===== config.mk =====
export PLATFORM = sky130hd
export DESIGN_NAME = controlador_display_multiplexado
export DESIGN_NICKNAME = d
export VERILOG_FILES = /design/src/rtl/controlador_display_multiplexado.sv
export SDC_FILE = /design/constraint.sdc
export NUM_CORES = 1
export LEC_CHECK = 0
export BUFFER_PORTS_ARGS = -buffer_cell sky130_fd_sc_hd__buf_2
export CAP_MARGIN = 20
export CORE_MARGIN = 2
export CORE_UTILIZATION = 45
export CTS_CLUSTER_DIAMETER = 100
export DETAILED_ROUTE_END_ITERATION = 10
export GPL_ROUTABILITY_DRIVEN = 0
export GPL_TIMING_DRIVEN = 0
export MAX_ROUTING_LAYER = met4
export SLEW_MARGIN = 5
export SYNTH_ARGS = -nofsm -noshare
export SYNTH_HDL_FRONTEND = slang
export SYNTH_SLANG_ARGS = --single-unit

===== constraint.sdc =====
create_clock -name i_Clk -period 4.1 [get_ports i_Clk]
set_clock_uncertainty 0.1 [all_clocks]
set_input_delay 0.41 -clock i_Clk [delete_from_list [all_inputs] [get_ports i_Clk]]
set_output_delay 0.41 -clock i_Clk [all_outputs]
set_load 0.03 [all_outputs]

===== src/rtl/controlador_display_multiplexado.sv =====
// Scan controller that time-multiplexes NUM_DIGITOS common-anode digits onto one shared
// BCD->7-segment decoder, with blanking gaps, leading-zero blanking and a double-buffered load port.
module controlador_display_multiplexado #(
    parameter int NUM_DIGITOS    = 4,
    parameter int CICLOS_DIGITO  = 50000,
    parameter int CICLOS_APAGADO = 500
) (
    input  logic                         i_Clk,
    input  logic                         i_Rst_n,
    input  logic                         i_Habilitar,
    input  logic                         i_Supr_Ceros,
    input  logic [4*NUM_DIGITOS-1:0]     i_Dato,
    input  logic                         i_Cargar,
    output logic                         o_Listo,
    output logic [3:0]                   o_Bcd,
    output logic [NUM_DIGITOS-1:0]       o_Anodos,
    output logic [$clog2(NUM_DIGITOS)-1:0] o_Digito_Idx,
    output logic                         o_Fin_Trama
);

    localparam int DATO_W     = 4 * NUM_DIGITOS;
    localparam int IDX_W      = $clog2(NUM_DIGITOS);
    localparam int CICLOS_MAX = (CICLOS_DIGITO > CICLOS_APAGADO) ? CICLOS_DIGITO : CICLOS_APAGADO;
    localparam int CNT_W      = (CICLOS_MAX > 1) ? $clog2(CICLOS_MAX) : 1;

    localparam logic [CNT_W-1:0] CNT_DIG_FIN = CNT_W'(CICLOS_DIGITO - 1);
    localparam logic [CNT_W-1:0] CNT_APG_FIN = CNT_W'(CICLOS_APAGADO - 1);
    localparam logic [IDX_W-1:0] IDX_ULTIMO  = IDX_W'(NUM_DIGITOS - 1);

    typedef enum logic [1:0] {
        REPOSO    = 2'd0,
        ENCENDIDO = 2'd1,
        APAGADO   = 2'd2
    } estado_t;

    estado_t                r_estado, w_estado;
    logic [IDX_W-1:0]       r_idx, w_idx;
    logic [CNT_W-1:0]       r_cnt, w_cnt;
    logic [DATO_W-1:0]      r_disp, w_disp;
    logic [DATO_W-1:0]      r_pend, w_pend;
    logic                   r_listo, w_listo;
    logic [NUM_DIGITOS-1:0] r_anodos, w_anodos;
    logic [3:0]             r_bcd, w_bcd;
    logic                   r_fin, w_fin;

    logic                   w_entrar;
    logic                   w_frontera;
    logic                   w_transferir;
    logic                   w_aceptar;
    logic [NUM_DIGITOS-1:0] w_blanco;

    // The pending flag is the inverse of o_Listo, so one register serves both.
    assign w_aceptar    = i_Cargar & r_listo;
    assign w_transferir = ~r_listo & ((r_estado == REPOSO) | w_frontera);
    assign w_disp       = w_transferir ? r_pend : r_disp;
    assign w_pend       = w_aceptar ? i_Dato : r_pend;

    always_comb begin
        w_listo = r_listo;
        if (w_aceptar) begin
            w_listo = 1'b0;
        end else if (w_transferir) begin
            w_listo = 1'b1;
        end
    end

    // Blank mask is built from the data about to be shown, so a new frame blanks with its own data.
    always_comb begin : blanqueo
        logic ceros_arriba;
        ceros_arriba = 1'b1;
        w_blanco     = '0;
        for (int k = NUM_DIGITOS - 1; k >= 0; k--) begin
            ceros_arriba = ceros_arriba & (w_disp[4*k +: 4] == 4'd0);
            w_blanco[k]  = i_Supr_Ceros & (k != 0) & ceros_arriba;
        end
    end

    // NOTE: every signal assigned here gets a default first, so no path can infer a latch.
    always_comb begin
        w_estado   = r_estado;
        w_idx      = r_idx;
        w_cnt      = r_cnt;
        w_anodos   = r_anodos;
        w_bcd      = r_bcd;
        w_fin      = 1'b0;
        w_entrar   = 1'b0;
        w_frontera = 1'b0;

        if (!i_Habilitar) begin
            w_estado = REPOSO;
            w_idx    = '0;
            w_cnt    = '0;
            w_anodos = '1;
        end else begin
            case (r_estado)
                REPOSO: begin
                    w_estado = ENCENDIDO;
                    w_idx    = '0;
                    w_cnt    = '0;
                    w_entrar = 1'b1;
                end
                ENCENDIDO: begin
                    if (r_cnt == CNT_DIG_FIN) begin
                        w_estado = APAGADO;
                        w_cnt    = '0;
                        w_anodos = '1;
                    end else begin
                        w_cnt = r_cnt + CNT_W'(1);
                    end
                end
                APAGADO: begin
                    if (r_cnt == CNT_APG_FIN) begin
                        w_estado = ENCENDIDO;
                        w_cnt    = '0;
                        w_entrar = 1'b1;
                        if (r_idx == IDX_ULTIMO) begin
                            w_idx      = '0;
                            w_frontera = 1'b1;
                            w_fin      = 1'b1;
                        end else begin
                            w_idx = r_idx + IDX_W'(1);
                        end
                    end else begin
                        w_cnt = r_cnt + CNT_W'(1);
                    end
                end
                default: begin
                    w_estado = REPOSO;
                    w_idx    = '0;
                    w_cnt    = '0;
                    w_anodos = '1;
                end
            endcase

            if (w_entrar) begin
                w_bcd    = w_disp[4*int'(w_idx) +: 4];
                w_anodos = '1;
                if (!w_blanco[w_idx]) begin
                    w_anodos[w_idx] = 1'b0;
                end
            end
        end
    end

    // NOTE: state is updated with non-blocking assignments only; the display and pending
    // buffers are reset too, because a blank display after reset is part of the behaviour.
    always_ff @(posedge i_Clk or negedge i_Rst_n) begin
        if (!i_Rst_n) begin
            r_estado <= REPOSO;
            r_idx    <= '0;
            r_cnt    <= '0;
            r_disp   <= '0;
            r_pend   <= '0;
            r_listo  <= 1'b1;
            r_anodos <= '1;
            r_bcd    <= 4'd0;
            r_fin    <= 1'b0;
        end else begin
            r_estado <= w_estado;
            r_idx    <= w_idx;
            r_cnt    <= w_cnt;
            r_disp   <= w_disp;
            r_pend   <= w_pend;
            r_listo  <= w_listo;
            r_anodos <= w_anodos;
            r_bcd    <= w_bcd;
            r_fin    <= w_fin;
        end
    end

    assign o_Listo      = r_listo;
    assign o_Bcd        = r_bcd;
    assign o_Anodos     = r_anodos;
    assign o_Digito_Idx = r_idx;
    assign o_Fin_Trama  = r_fin;

endmodule

==> impl_results.md <==
* Relative slew slack at 0.479
* Peak Freq at approximately 320 MHz
* Grt ovf at 0
* Root buffer cell: clkbuf_8
* Post-DR wirelength/cell at 16.1 um
* Crit-path max FO at 10
* Total detailed-routing wirelength at 6110 um
* Die W at between 80 and 90 um
* Gr usage total at 0.192
* CTS Sinks at 62
* Drt initial violations at 87
* CP cell instances: ha_1 > or4b_1 > or4_4 > buf_6 > o22ai_4 > buf_6 > mux2_2 > a221oi_1 > a21oi_1
* # diodes at 0
* Fin crit period at 3.12 ns
* Initial core utilization at 0.466
* CTS max path bufs at 2
* Critical path required time at 4.21 ns
* Slew Viols, Final at 0
* Hold-fix buffers, CTS at 0
* Post-synth cell types at 45
* Total Power at between 0.0015 and 0.002 W
* Reg2Reg Depth at 9
* Power Density at 535 nW/um2
* Via count at 2083
* Hpwl dp at 4290 um
* Final worst slack at 0.982 ns
* Ys Warns at 0
* Clock transition at path regs at 0.07 ns
* Pre-CTS WS at 0.974 ns
* Critical Path End Type: flop
* Num ports at 33
* Post-synth EDFFs at 0
* Post-synth design cell area at a little under 3000 um2
* Final #Nets at ~320
* TNS Setup at 0 ns
* CTS tree: done
* RSZ-0062 raised after global routing: false
* Layout cell share with drive strength beyond 1 at 0.320
* Peak VDD IR at 0.296 mV
* CTS buffer count at 9
* Synthesized area per cell at 11.7 um2
* Row count at 29
* Sequential area share after synthesis at 0.523
* Initial antenna violation count at 0
* Async set-reset flop share out of synthesis at 1.00
* Setup Viol. Count Final at 0
* Crit-path slowest cell: or4_4
* Hold Violations, Final at 0
* Crit-path max cell delay at about 0.54 ns
* Detail Route Antenna Nets at 0
* CP Launch Type: flop
* IO Port Bufs at 32
* Die height at roughly 85 um
* Clock latency at the later pin of the worst-skew pair at ~0.34 ns
* Post-CTS Setup Bufs at 0
* CORE AREA at 6390 um2
* Slew @ Worst Pin at about 0.8 ns
* Worst EP arrival at 3.23 ns
* Post-Synthesis Cells at 255
* Die area at 7280 um2
* Critical path buffer and inverter count at 2
* Post-synth net total at roughly 280
* Via density at 5.48
* First-pass GRT wire length at 10500 um
* Synth Flop Type: dfrtp_1
* Hold crit path type: primary input to async pin
* Seq cells post-synth at 62
* Largest net degree at the start of global routing at 63
* Stages on worst setup path at 9
* Max-Cap Viols at 0
* CP top delay family: simple AND/OR/NAND/NOR gates
* Outcome: finished clean
* Leakage at 1.44 nW
* Area growth syn-to-layout at 16.6%
* Post-cts gate resize count at 0
* DRC at 0
* Critical path type: flop to flop
* TritonRoute pass-1 iters at 4
* H-tree levels at 3
* Worst path most repeated cell: buf_6
* Final worst path period share at 0.760
* Vias in the first global route at between 2000 and 2500
==> layout by cell type (no fill, tap or decap), drive strengths merged, types with 5 or more instances in the layout <==
cell type | netlist | final
dfstp | 5 | 5
a22oi | 6 | 6
a21oi | 7 | 7
xor2 | 8 | 8
o31ai | 5 | 5
mux2 | 34 | 34
ha | 5 | 5
dfrtp | 57 | 57
nand2 | 11 | 11
nand3 | 9 | 9
inv | 5 | 5
nor2 | 28 | 28
clkbuf | 5 | 18
buf | 4 | 36
nor4 | 7 | 7
xnor2 | 6 | 6
and2 | 5 | 5
==> cells by family after synthesis <==
kind of cell | after synthesis | share of synthesized area
AND/OR/NAND/NOR | 86 | 0.155
flip-flops | 62 | 0.523
multiplexers | 38 | 0.142
AO/OA/AOI/OAI | 36 | 0.0920
XOR/XNOR | 14 | 0.0412
buffers and inverters | 14 | 0.0256
adder cells (fa/ha/maj) | 5 | 0.0210
==> sequential cells by signal, indices dropped and copies added (netlist names), 2 cells and up <==
name and count:
o_Digito_Idx 2, r_disp 16, o_Bcd 4, r_cnt 16, o_Anodos 4, r_estado 2, r_pend 16
==> per-layer routing <==
metal / GRT usage / vias up / wire (um)
li1: - / 1017 / -
met1: 0.278 / 1009 / 3060
met2: 0.262 / 50 / 2600
met4: 0.0649 / 0 / 59
met5: - / - / 0
met3: 0.0506 / 7 / 391
==> final timing paths <==
| path | from | end | slack (ns) |
|---|---|---|---|
| hold / removal | i_Rst_n | r_pend[10]$_DFFE_PN0P_ | 0.05 |
| hold reg to reg | r_cnt[0]$_DFF_PN0_ | r_cnt[0]$_DFF_PN0_ | 0.39 |
| min in group i_Clk | i_Dato[13] | r_pend[13]$_DFFE_PN0P_ | 0.20 |
| max in group asynchronous | i_Rst_n | r_cnt[9]$_DFF_PN0_ | 3.33 |
| setup / recovery | r_cnt[0]$_DFF_PN0_ | o_Bcd[3]$_DFFE_PN0P_ | 0.98 |
| setup reg to reg | r_cnt[0]$_DFF_PN0_ | o_Bcd[3]$_DFFE_PN0P_ | 0.98 |
==> layout make-up <==
class	count	area, um2
clock buffer	13	169
inverter	5	18.8
tap	77	96.3
clock inverter	3	65.1
multi-input combinational	179	1340
timing repair buffer	32	163
buffer	9	57.6
sequential	62	1560
fill	603	2920
==> Yosys cell counts, drive strengths merged, types with 2 or more instances <==
cell | n | area [um2]
a21oi | 7 | 35.0
a221oi | 4 | 35.0
a22oi | 6 | 45.0
a2bb2oi | 2 | 17.5
and2 | 5 | 31.3
buf | 4 | 38.8
clkbuf | 5 | 18.8
dfrtp | 57 | 1430
dfstp | 5 | 131
ha | 5 | 62.6
inv | 5 | 18.8
mux2 | 34 | 383
mux2i | 4 | 40.0
nand2 | 11 | 41.3
nand2b | 4 | 25.0
nand3 | 9 | 45.0
nand3b | 2 | 15.0
nand4 | 4 | 25.0
nor2 | 28 | 108
nor2b | 3 | 18.8
nor3 | 2 | 10.0
nor4 | 7 | 43.8
o211ai | 2 | 15.0
o21ai | 3 | 15.0
o31ai | 5 | 37.5
or2 | 2 | 12.5
or4 | 2 | 22.5
or4bb | 2 | 22.5
xnor2 | 6 | 52.6
xor2 | 8 | 70.1
==> per-stage QoR <==
stage,hold WS (ns),std cells,util,area [um2]
after floorplan,0.0144,255,-,2980
after global placement,0.374,364,0.506,3230
after detailed placement,0.384,364,0.507,3240
after CTS,0.0858,380,0.543,3470
after global routing,0.120,380,0.543,3470
final,0.0528,380,0.543,3470
==> report_power, final <==
| group | total [W] | internal [W] | switching [W] | leakage, nW |
|---|---|---|---|---|
| Sequential | 0.000840 | 0.000759 | 0.0000809 | 0.767 |
| Clock | 0.000623 | 0.000392 | 0.000231 | 0.120 |
| Combinational | 0.000395 | 0.000186 | 0.000210 | 0.553 |
Note: power is estimated with default switching activity, not from simulation.
